## config.mk

```make
export PLATFORM = sky130hd
export DESIGN_NAME = hamming_enc_seq
export DESIGN_NICKNAME = d
export VERILOG_FILES = /design/src/rtl/hamming_enc_seq.sv
export SDC_FILE = /design/constraint.sdc
export NUM_CORES = 1
export LEC_CHECK = 0
export ABC_AREA = 1
export CAP_MARGIN = 20
export CORE_MARGIN = 2
export CORE_UTILIZATION = 40
export CTS_CLUSTER_SIZE = 25
export DETAILED_ROUTE_END_ITERATION = 6
export GPL_TIMING_DRIVEN = 1
export PLACE_DENSITY_LB_ADDON = 0.2
export SETUP_SLACK_MARGIN = 0.05
export SLEW_MARGIN = 20
export SYNTH_ARGS = -nofsm -noshare
export SYNTH_HDL_FRONTEND = slang
export SYNTH_SLANG_ARGS = --single-unit
```

## constraint.sdc

```tcl
create_clock -name CLK -period 2.1 [get_ports CLK]
set_input_delay 0.42 -clock CLK [delete_from_list [all_inputs] [get_ports CLK]]
set_output_delay 0.42 -clock CLK [all_outputs]
set_load 0.005 [all_outputs]
```

## src/rtl/hamming_enc_seq.sv

```systemverilog
// hamming_enc_seq
// Sequencer that walks a block of data memory through the external
// combinational Hamming (16,11) SECDED encoder. For each message k it reads
// two source bytes and presents them to the encoder as regA/regB. It then
// writes the encoder's LSW and MSW back to the destination region.
//
// State table (state | meaning):
//   IDLE   | after reset, waiting for Start
//   RD_LO  | read low message byte (b8..b1)
//   RD_HI  | latch low byte into regB, read high message byte
//   CAP_HI | latch b11..b9 into regA, encoder settles
//   WR_LO  | write encoder LSW to DST_BASE+2k
//   WR_HI  | write encoder MSW to DST_BASE+2k+1, advance k or finish
//   DONE   | run complete, waiting for Start to rerun
//
// Ports:
//   CLK, Reset         clock (rising edge), async active-low reset
//   Start              single-cycle start pulse, honoured in IDLE/DONE only
//   Busy, Done         run in progress / run complete
//   MsgIdx             index of the message being processed
//   MemAddr, MemRdEn   memory address, read request (data next cycle)
//   MemRdData          synchronous read data
//   MemWrEn, MemWrData write strobe and data
//   EncRegA, EncRegB   registered encoder inputs
//   EncMSW, EncLSW     combinational encoder outputs
module hamming_enc_seq #(
  parameter int NUM_MSG  = 15,
  parameter int SRC_BASE = 0,
  parameter int DST_BASE = 30,
  parameter int AW       = 8
) (
  input  logic          CLK,
  input  logic          Reset,
  input  logic          Start,
  output logic          Busy,
  output logic          Done,
  output logic [3:0]    MsgIdx,
  output logic [AW-1:0] MemAddr,
  output logic          MemRdEn,
  input  logic [7:0]    MemRdData,
  output logic          MemWrEn,
  output logic [7:0]    MemWrData,
  output logic [7:0]    EncRegA,
  output logic [7:0]    EncRegB,
  input  logic [7:0]    EncMSW,
  input  logic [7:0]    EncLSW
);

  localparam logic [2:0] IDLE   = 3'd0;
  localparam logic [2:0] RD_LO  = 3'd1;
  localparam logic [2:0] RD_HI  = 3'd2;
  localparam logic [2:0] CAP_HI = 3'd3;
  localparam logic [2:0] WR_LO  = 3'd4;
  localparam logic [2:0] WR_HI  = 3'd5;
  localparam logic [2:0] DONE   = 3'd6;

  localparam logic [3:0]    K_LAST = 4'(NUM_MSG - 1);
  localparam logic [AW-1:0] SRC_A  = AW'(SRC_BASE);
  localparam logic [AW-1:0] DST_A  = AW'(DST_BASE);

  logic [2:0]    state;
  logic [3:0]    k;
  logic [7:0]    enc_a;
  logic [7:0]    enc_b;
  logic [AW-1:0] offset;

  // Byte offset 2k of the current message; wraps modulo 2^AW.
  assign offset = AW'({k, 1'b0});

  always_ff @(posedge CLK or negedge Reset) begin
    if (!Reset) begin
      state <= IDLE;
      k     <= '0;
      enc_a <= '0;
      enc_b <= '0;
    end else begin
      case (state)
        IDLE, DONE: begin
          if (Start) begin
            state <= RD_LO;
            k     <= '0;
          end
        end
        RD_LO: state <= RD_HI;
        RD_HI: begin
          enc_b <= MemRdData;
          state <= CAP_HI;
        end
        CAP_HI: begin
          // Only b11..b9 are message bits; the rest of the high byte is ignored.
          enc_a <= {5'b0, MemRdData[2:0]};
          state <= WR_LO;
        end
        WR_LO: state <= WR_HI;
        WR_HI: begin
          if (k == K_LAST) begin
            state <= DONE;
          end else begin
            k     <= k + 4'd1;
            state <= RD_LO;
          end
        end
        default: state <= IDLE;
      endcase
    end
  end

  always_comb begin
    MemAddr   = '0;
    MemRdEn   = 1'b0;
    MemWrEn   = 1'b0;
    MemWrData = '0;
    case (state)
      RD_LO: begin
        MemAddr = SRC_A + offset;
        MemRdEn = 1'b1;
      end
      RD_HI: begin
        MemAddr = SRC_A + offset + AW'(1);
        MemRdEn = 1'b1;
      end
      WR_LO: begin
        MemAddr   = DST_A + offset;
        MemWrEn   = 1'b1;
        MemWrData = EncLSW;
      end
      WR_HI: begin
        MemAddr   = DST_A + offset + AW'(1);
        MemWrEn   = 1'b1;
        MemWrData = EncMSW;
      end
      default: ;
    endcase
  end

  assign Busy    = (state != IDLE) && (state != DONE);
  assign Done    = (state == DONE);
  assign MsgIdx  = k;
  assign EncRegA = enc_a;
  assign EncRegB = enc_b;

endmodule

```

## After elaboration in Yosys (flattened, before gate mapping)

Index checks and enable logic that the tools add are counted.

| storage, ports and cells | value |
|---|---|
| register bits | 18 |
| input bits | 27 |
| output and inout bits | 40 |
| word-level logic and storage cells | 36 |

| cells by class | value |
|---|---|
| $add $sub $neg | 4 |
| equal/unequal tests | 10 |
| mux-type cells | 10 |
| reductions and logical operators | 8 |

Operators by type and width:

| cell | number |
|---|---|
| $pmux W7 S4 | 1 |
| $pmux W3 S6 | 1 |
| $pmux W8 S2 | 1 |
| $eq A3 B3 Y1 const B | 3 |
| $mux W4 | 2 |
| $pmux W4 S2 | 1 |
| $add A6 B1 Y7 const B | 1 |
| $add A5 B1 Y6 const B | 1 |
| $add A5 B5 Y6 const A | 1 |
| $eq A3 B2 Y1 const B | 2 |
| $mux W3 | 2 |
| $reduce_or A2 Y1 | 3 |
| $add A4 B1 Y4 const B | 1 |
| $eq A4 B4 Y1 const B | 1 |
| $ne A2 B2 Y1 const B | 2 |
| $eq A3 B1 Y1 const B | 1 |
| $logic_not A3 Y1 | 1 |
| $ne A3 B3 Y1 const B | 1 |
| $reduce_and A3 Y1 | 1 |
| $reduce_bool A3 Y1 | 1 |
| $mux W1 | 2 |
| $reduce_bool A2 Y1 | 1 |
| $logic_and A1 B1 Y1 | 1 |

## Depth between registers and ports, before layout

Gate-level depths: netlist of the first run.

| depth | value |
|---|---|
| depth in word-level cells | 4 |
| mapped depth | 9 |
| gate-level depth less buffers | 9 |

## Least setup slack after synthesis of the first run

Ideal clock, no wire load.

| timing path | value |
|---|---|
| path type | reg2out |
| start | reg state[0] |
| end | out MemAddr[1] |
| data arrival time | 1.022 ns |
| data required time | 1.680 ns |
| setup slack | 0.658 ns |
| cell stages (with the launch flop) | 6 |
| buffers on the path | 1 |
| path through | dfrtp_1 > nor2_1 > buf_2 > nor2_1 > o21ai_2 > o21ai_0 |

| between the ends | value |
|---|---|
| cells in the longest elaborated chain, start to end | 2 |
| elaborated cells between the ends (all ways) | 5 |
| classes of those cells | eq/ne: 4; mux: 1 |

RTL lines:

| what | line | RTL |
|---|---|---|
| from (decl) | 61 | `logic [2:0] state;` |
| from (signal assigned) | 72 | `state <= IDLE;` |
| from (signal assigned) | 80 | `state <= RD_LO;` |
| from (signal assigned) | 84 | `RD_LO: state <= RD_HI;` |
| $eq A3 B3 Y1, or another cell as far along | 113 | `case (state)` |
| $pmux W7 S4 * | 113 |  |
| to (decl) | 38 | `output logic [AW-1:0] MemAddr,` |

Every way passes the cells marked *; elsewhere a longest branch is shown, timed or not.

## Worst setup path after layout of the first run

| timing path | value |
|---|---|
| start | reg state[1] |
| end | out Done |

| between the ends | value |
|---|---|
| cells in the longest elaborated chain, start to end | 1 |

RTL lines:

| what | line | RTL |
|---|---|---|
| $eq A3 B3 Y1 | 137 | `assign Done = (state == DONE);` |
| to (decl) | 36 | `output logic Done,` |

No other way between the ends.

==> metrics.md, run 1 <==
| Metric | Value |
|---|---|
| DRT antenna net count | `0` |
| Area leader, netlist | `dfrtp_1` |
| Met3 Wirelength | `around 150 um` |
| Fin. max-slew vios | `0` |
| Number of cell rows | `19` |
| Initial antenna violation count | `0` |
| Sequential share of the synthesized area | `0.398` |
| Distinct cell type count after synthesis | `27` |
| RSZ-0062 raised after global routing | `true` |
| Hpwl dp | `between 2000 and 2500 um` |
| Worst path required time | `roughly 1.7 ns` |
| CTS tree | `done` |
| CTS clk-pin slew, worst paths | `about 0.11 ns` |
| DR vias | `approximately 1300` |
| Outcome | `complete, no violations` |
| Arr. time, crit path | `1.63 ns` |
| Gr ovfl total | `0` |
| Worst setup startpoint | `state[1]` |
| Setup crit end kind | `output pin` |
| # nets final | `around 250` |
| CP peak stage delay | `0.50 ns` |
| Commonest non-fill, non-tap cell in the layout | `clkdlybuf4s50_1` |
| Crit path to | `Done` |
| Top layer in use | `met4` |
| Final Cycle Share | `0.974` |
| CP max-delay cell | `clkdlybuf4s50_1` |
| Max Clock Freq | `489 MHz` |
| Clock share of power | `0.083` |
| Post-route minimum period | `~2 ns` |
| Delay-heaviest family, CP | `buffers and inverters` |
| Starting density of the core | `0.417` |
| Synth Warn # | `0` |
| Switching Fraction | `0.384` |
| Synthesized area per cell | `approximately 8.4 um2` |
| Clock Latency Late Sink | `a little under 0.3 ns` |
| Crit start category | `register` |
| Clock Tree Buf Depth | `2` |
| Die width | `between 50 and 60 um` |
| R2R Path End | `MsgIdx[2]` |
| Sequential power share | `0.245` |
| CTS Buf Count | `3` |
| CP bufs+invs | `3` |
| Io pins | `67` |
| Hold Crit Class | `primary input to async pin` |
| Die Y | `57.2 um` |
| Initial detailed-routing violation count | `34` |
| Wire per inst | `between 10 and 15 um` |
| R2r worst-path depth | `8` |
| Clock Root Buffer | `clkbuf_4` |
| # diodes | `0` |
| Vias/cell | `between 5 and 6` |
| Port bufs | `between 50 and 60` |
| Setup_tns | `0 ns` |
| Detailed Routing Iterations Pass 1 | `4` |
| Setup Skew | `approximately 0.008 ns` |
| Maximum vdd ir drop | `around 0.0010 V` |
| Design Power | `~2500 uW` |
| Net Sw Power | `around 970 uW` |
| DRC | `0` |
| Vias in the first global route | `1171` |
| Crit Path Class | `register to output pin` |
| Post-synth top area share | `0.398` |
| DRT Wirelength | `roughly 3800 um` |
| Leakage | `just over 0.001 uW` |
| Synth Register Bits | `18` |
| RD Place Congestion | `approximately 0.92` |
| Clock Sinks | `18` |
| Area Growth Syn to Fin | `77.7%` |
| Core area | `between 2000 and 3000 um2` |
| Power Dens Cells | `between 1000 and 1500 nW/um2` |
| Logic pwr share | `0.672` |
| Top post-synthesis cells by area | `dfrtp_1, nand2_1, a32o_1` |
| Int Pwr | `between 1500 and 2000 uW` |
| Most frequent cells in the layout | `clkdlybuf4s50_1, nand2_1, buf_4, dfrtp_1, inv_1` |
| Pin count of the biggest net entering global routing | `19` |
| Fin. Hold Viols | `0` |
| Max-Cap Viols | `0` |
| Worst r2r src | `state[2]` |
| GR Util All Layers | `0.212` |
| Met2 wire length | `1890 um` |
| CP cell instances | `buf_4, nand3_2, inv_2, clkdlybuf4s50_1` |
| Cell Area, Synth | `about 1100 um2` |
| Layout cells sized above 1 | `0.273` |
| Crit-path max FO | `5` |
| Final setup viols | `0` |
| CTS H-tree lvls | `1` |
| Cts hold-fix bufs | `0` |
| Cells after synthesis | `~140` |
| Post-Route M1 WL | `around 1600 um` |
| DIE AREA | `3270 um2` |
| Register-to-register setup slack | `around 0.61 ns` |
| First-pass GRT wire length | `5450 um` |
| Critical path depth in cells | `4` |
power by group through the flow:
stage | registers, uW | logic, uW | clock network [uW]
5_1_grt | 635 | 1820 | 232
4_1_cts | 614 | 1470 | 212
3_5_place_dp | 599 | 1270 | 0
6_report | 620 | 1700 | 211
3_3_place_gp | 595 | 1230 | 0
2_1_floorplan | 599 | 613 | 0
how the worst min path moves through the flow:
stage	startpoint	end
after global routing	Reset	MsgIdx[0]
after CTS	Reset	MsgIdx[1]
after floorplan	Reset	EncRegA[0]
final	Reset	MsgIdx[0]
after global placement	EncRegB[1]	EncRegB[1]
after detailed placement	EncRegB[1]	EncRegB[1]
sequential cells by signal, summed over array words and instances, names as in the netlist:
name     flops
state        3
MsgIdx       4
EncRegB      8
EncRegA      3
final cells by class:
type                    count  area [um2]
flip-flops and latches     18         453
multi-input cells          94         607
repair buffers             84         791
clock buffers               4        36.3
fillers                   216         701
inverters                  19        76.3
well taps                  31        38.8
repair inverters            1        7.51
synthesized netlist by cell type:
cell / instances
nand2_1: 29
dfrtp_1: 18
inv_1: 16
nor2_1: 10
a32o_1: 8
o21ai_0: 8
buf_4: 7
nand3_1: 6
nand4_1: 4
ha_1: 3
inv_2: 3
mux2_4: 3
o22ai_1: 3
mux2_2: 2
nand2_2: 2
nand3_2: 2
a21oi_1: 1
a31oi_1: 1
buf_2: 1
buf_6: 1
clkbuf_1: 1
conb_1: 1
nand2_4: 1
nor2_2: 1
o21ai_2: 1
xnor2_1: 1
xor2_1: 1
through the flow:
step | hold slack (ns) | std cells | cell area (um2) | utilization | setup slack, ns
finish | 0.445 | 251 | 2010 | 0.741 | 0.0543
global route | 0.444 | 251 | 2010 | 0.741 | 0.000182
CTS | 0.454 | 245 | 1930 | 0.711 | -0.0835
detailed placement | 0.478 | 228 | 1760 | 0.651 | 0.117
global placement | 0.474 | 228 | 1760 | 0.651 | 0.127
floorplan | 0.124 | 141 | 1150 | - | 0.658
kinds of logic after synthesis:
group	synth area share
muxes	0.0597
DFF	0.398
buffers and inverters	0.127
and+or+nand+nor	0.222
xor gates and xnor gates	0.0155
adders and majority gates	0.0332
other	0.00332
AOI/OAI and AO/OA	0.140
timing repair:
item / 4_1_cts / 5_1_grt
setup endpoints to repair: 16 / 10
pin swaps: 0 / 1
gates cloned: 2 / 0
setup buffers: 11 / 6
resized for setup: 32 / 22
layer usage:
layer	track usage	up-vias
met5	0	-
met4	0.0797	0
met3	0.0204	8
met2	0.351	48
met1	0.287	604
li1	-	604
(Power assumes the default switching activity.)
==> run 2: changes to the inputs <==
--- a/config.mk
+++ b/config.mk
@@ -13,7 +13,6 @@
 export DETAILED_ROUTE_END_ITERATION = 6
 export GPL_TIMING_DRIVEN = 1
 export PLACE_DENSITY_LB_ADDON = 0.2
-export SETUP_SLACK_MARGIN = 0.05
 export SLEW_MARGIN = 20
 export SYNTH_ARGS = -nofsm -noshare
 export SYNTH_HDL_FRONTEND = slang
==> metrics.md, run 2 (same netlist as run 1, synthesis figures left out) <==
| Metric | Value |
|---|---|
| CTS tree | `done` |
| DRC | `0 (unchanged)` |
| Area Growth Syn to Fin | `69.9%` |
| Vias in the first global route | `1150 (-1.8%)` |
| Max reg flops | `8 (unchanged)` |
| Crit Path Class | `register to output pin` |
| Gr ovfl total | `0 (unchanged)` |
| Leakage | `0.000988 uW (-4.1%)` |
| CP cell instances | `inv_2, nand3_1, inv_1, clkdlybuf4s50_1` |
| Detailed Routing Iterations Pass 1 | `4 (unchanged)` |
| Final setup viols | `0 (unchanged)` |
| Setup crit end kind | `output pin` |
| Arr. time, crit path | `1.68 ns (+0.05 ns)` |
| RD Place Congestion | `0.919 (unchanged)` |
| Most frequent cells in the layout | `clkdlybuf4s50_1, nand2_1, dfrtp_1, inv_1, buf_4` |
| Number of cell rows | `19 (unchanged)` |
| DR vias | `1221 (-3.4%)` |
| Placement Setup Slack | `0.117 ns (unchanged)` |
| Outcome | `complete, no violations` |
| # nets final | `243 (-3.2%)` |
| CTS Buf Count | `3 (unchanged)` |
| Crit-path max FO | `6 (+1)` |
| RSZ-0062 raised after global routing | `true` |
| Setup Skew | `0.00798 ns (-0.0000448 ns)` |
| Layout cells sized above 1 | `0.208 (-0.0652)` |
| Die width | `57.2 um (unchanged)` |
| Delay-heaviest family, CP | `buffers and inverters` |
| Worst path required time | `1.68 ns (about the same)` |
| Hold Crit Class | `primary input to async pin` |
| CP bufs+invs | `3 (unchanged)` |
| Post-route minimum period | `2.10 ns (+0.0540 ns)` |
| # diodes | `0 (unchanged)` |
| Hpwl dp | `2470 um (unchanged)` |
| Vias/cell | `5.02 (-0.22%)` |
| Max-Cap Viols | `0 (unchanged)` |
| GR Util All Layers | `0.202 (-0.00951)` |
| Dpl cell area | `1760 um2 (unchanged)` |
| Initial antenna violation count | `0 (unchanged)` |
| CTS H-tree lvls | `1 (unchanged)` |
| DRT antenna net count | `0 (unchanged)` |
| DRT Wirelength | `3360 um (-10%)` |
| CP peak stage delay | `0.51 ns (about the same)` |
| DIE AREA | `3270 um2 (unchanged)` |
| First-pass GRT wire length | `5200 um (-4.7%)` |
| Clock Sinks | `18 (unchanged)` |
| Clock Latency Late Sink | `0.29 ns (about the same)` |
| CTS clk-pin slew, worst paths | `0.11 ns (about the same)` |
| Starting density of the core | `0.417 (unchanged)` |
| Final Cycle Share | `1.00 (+0.0257)` |
| Die Y | `57.2 um (unchanged)` |
| Initial detailed-routing violation count | `34 (unchanged)` |
| Io pins | `67 (unchanged)` |
| Setup WS post-layout | `0.000296 ns (-0.0540 ns)` |
| Max Clock Freq | `476 MHz (-2.6%)` |
| Core area | `2710 um2 (unchanged)` |
| Commonest non-fill, non-tap cell in the layout | `clkdlybuf4s50_1` |
| Fin. max-slew vios | `0 (unchanged)` |
| Crit start category | `register` |
| CP max-delay cell | `clkdlybuf4s50_1` |
| Fin. Hold Viols | `0 (unchanged)` |
| Maximum vdd ir drop | `0.000936 V (-7.3%)` |
| Port bufs | `59 (unchanged)` |
| Clock Tree Buf Depth | `2 (unchanged)` |
| Design area | `1920 um2 (-4.4%)` |
| Clock Root Buffer | `clkbuf_4` |
| Pin count of the biggest net entering global routing | `19 (unchanged)` |
| Power Dens Cells | `1190 nW/um2 (-5.9%)` |
| Wire per inst | `13.8 um (-7.4%)` |
run 2: changes by cell type in the layout (fill, tap and decap cells not counted), moves of 2 or more:
cell             change
buf_4                -3
buf_6                -5
clkbuf_2             -3
clkdlybuf4s50_1      +2
dlygate4sd2_1        +3
nand2_1              +2
nand2_2              -2
run 2: power by group:
group	total [uW]	switching, uW	internal (uW)	leakage [uW]
Sequential	621	128	493	0.000222
Clock	211	105	106	0.0000210
Combinational	1450	637	811	0.000744
run 2: worst reg2reg max path, cell delays in order, from the launching register on:
cell and delay (ns):
dfrtp_1 0.39, buf_4 0.16, nand3_4 0.10, buf_4 0.13
clkinvlp_4 0.10, buf_4 0.16, nand2_4 0.09, nand3_2 0.12
nand2_1 0.08, nand2_1 0.05
run 2: final cells by class:
cell class / count / area, um2
Clock buffer: 4 / 36.3
Fill cell: 237 / 788
Inverter: 19 / 76.3
Multi-Input combinational cell: 94 / 584
Sequential cell: 18 / 453
Tap cell: 31 / 38.8
Timing Repair Buffer: 76 / 726
Timing Repair inverter: 1 / 7.51
run 2: repair_timing:
item | 4_1_cts | 5_1_grt
pin swaps | 0 | 1
setup buffers | 6 | 3
resized for setup | 25 | 7
setup endpoints to repair | 14 | 9
cloned | 2 | 0
hold buffers | 0 | 0
hold endpoints to repair | 0 | 0
run 2: final timing paths:
kind                                  from         end  slack, ns  cells after the start
worst max register to register    state[2]   MsgIdx[2]       0.63                      9
worst max-delay path              state[0]        Done     0.0003                      4
worst min-delay path                 Reset   MsgIdx[0]       0.44                      2
min in group CLK                EncRegB[1]  EncRegB[1]       0.50                      2
worst min register to register  EncRegB[1]  EncRegB[1]       0.50                      2
max in group asynchronous            Reset    state[1]       1.44                      2
run 2: routing by layer:
layer,global-route usage,vias up,wire length (um)
met5,0,-,0
met4,0.0797,0,49
met3,0.0204,6,189
met2,0.333,49,1680
met1,0.274,577,1440
li1,-,589,-
run 2: stage by stage:
| step | std cells | hold WS (ns) | utilization | total power (uW) | setup TNS (ns) |
|---|---|---|---|---|---|
| global route | 243 | 0.444 | 0.709 | 2440 | -0.279 |
| finish | 243 | 0.443 | 0.709 | 2280 | 0 |
| floorplan | 141 | 0.124 | - | 1210 | 0 |
| global placement | 228 | 0.474 | 0.651 | 1830 | 0 |
| CTS | 240 | 0.454 | 0.696 | 2200 | -0.166 |
| detailed placement | 228 | 0.478 | 0.651 | 1870 | 0 |
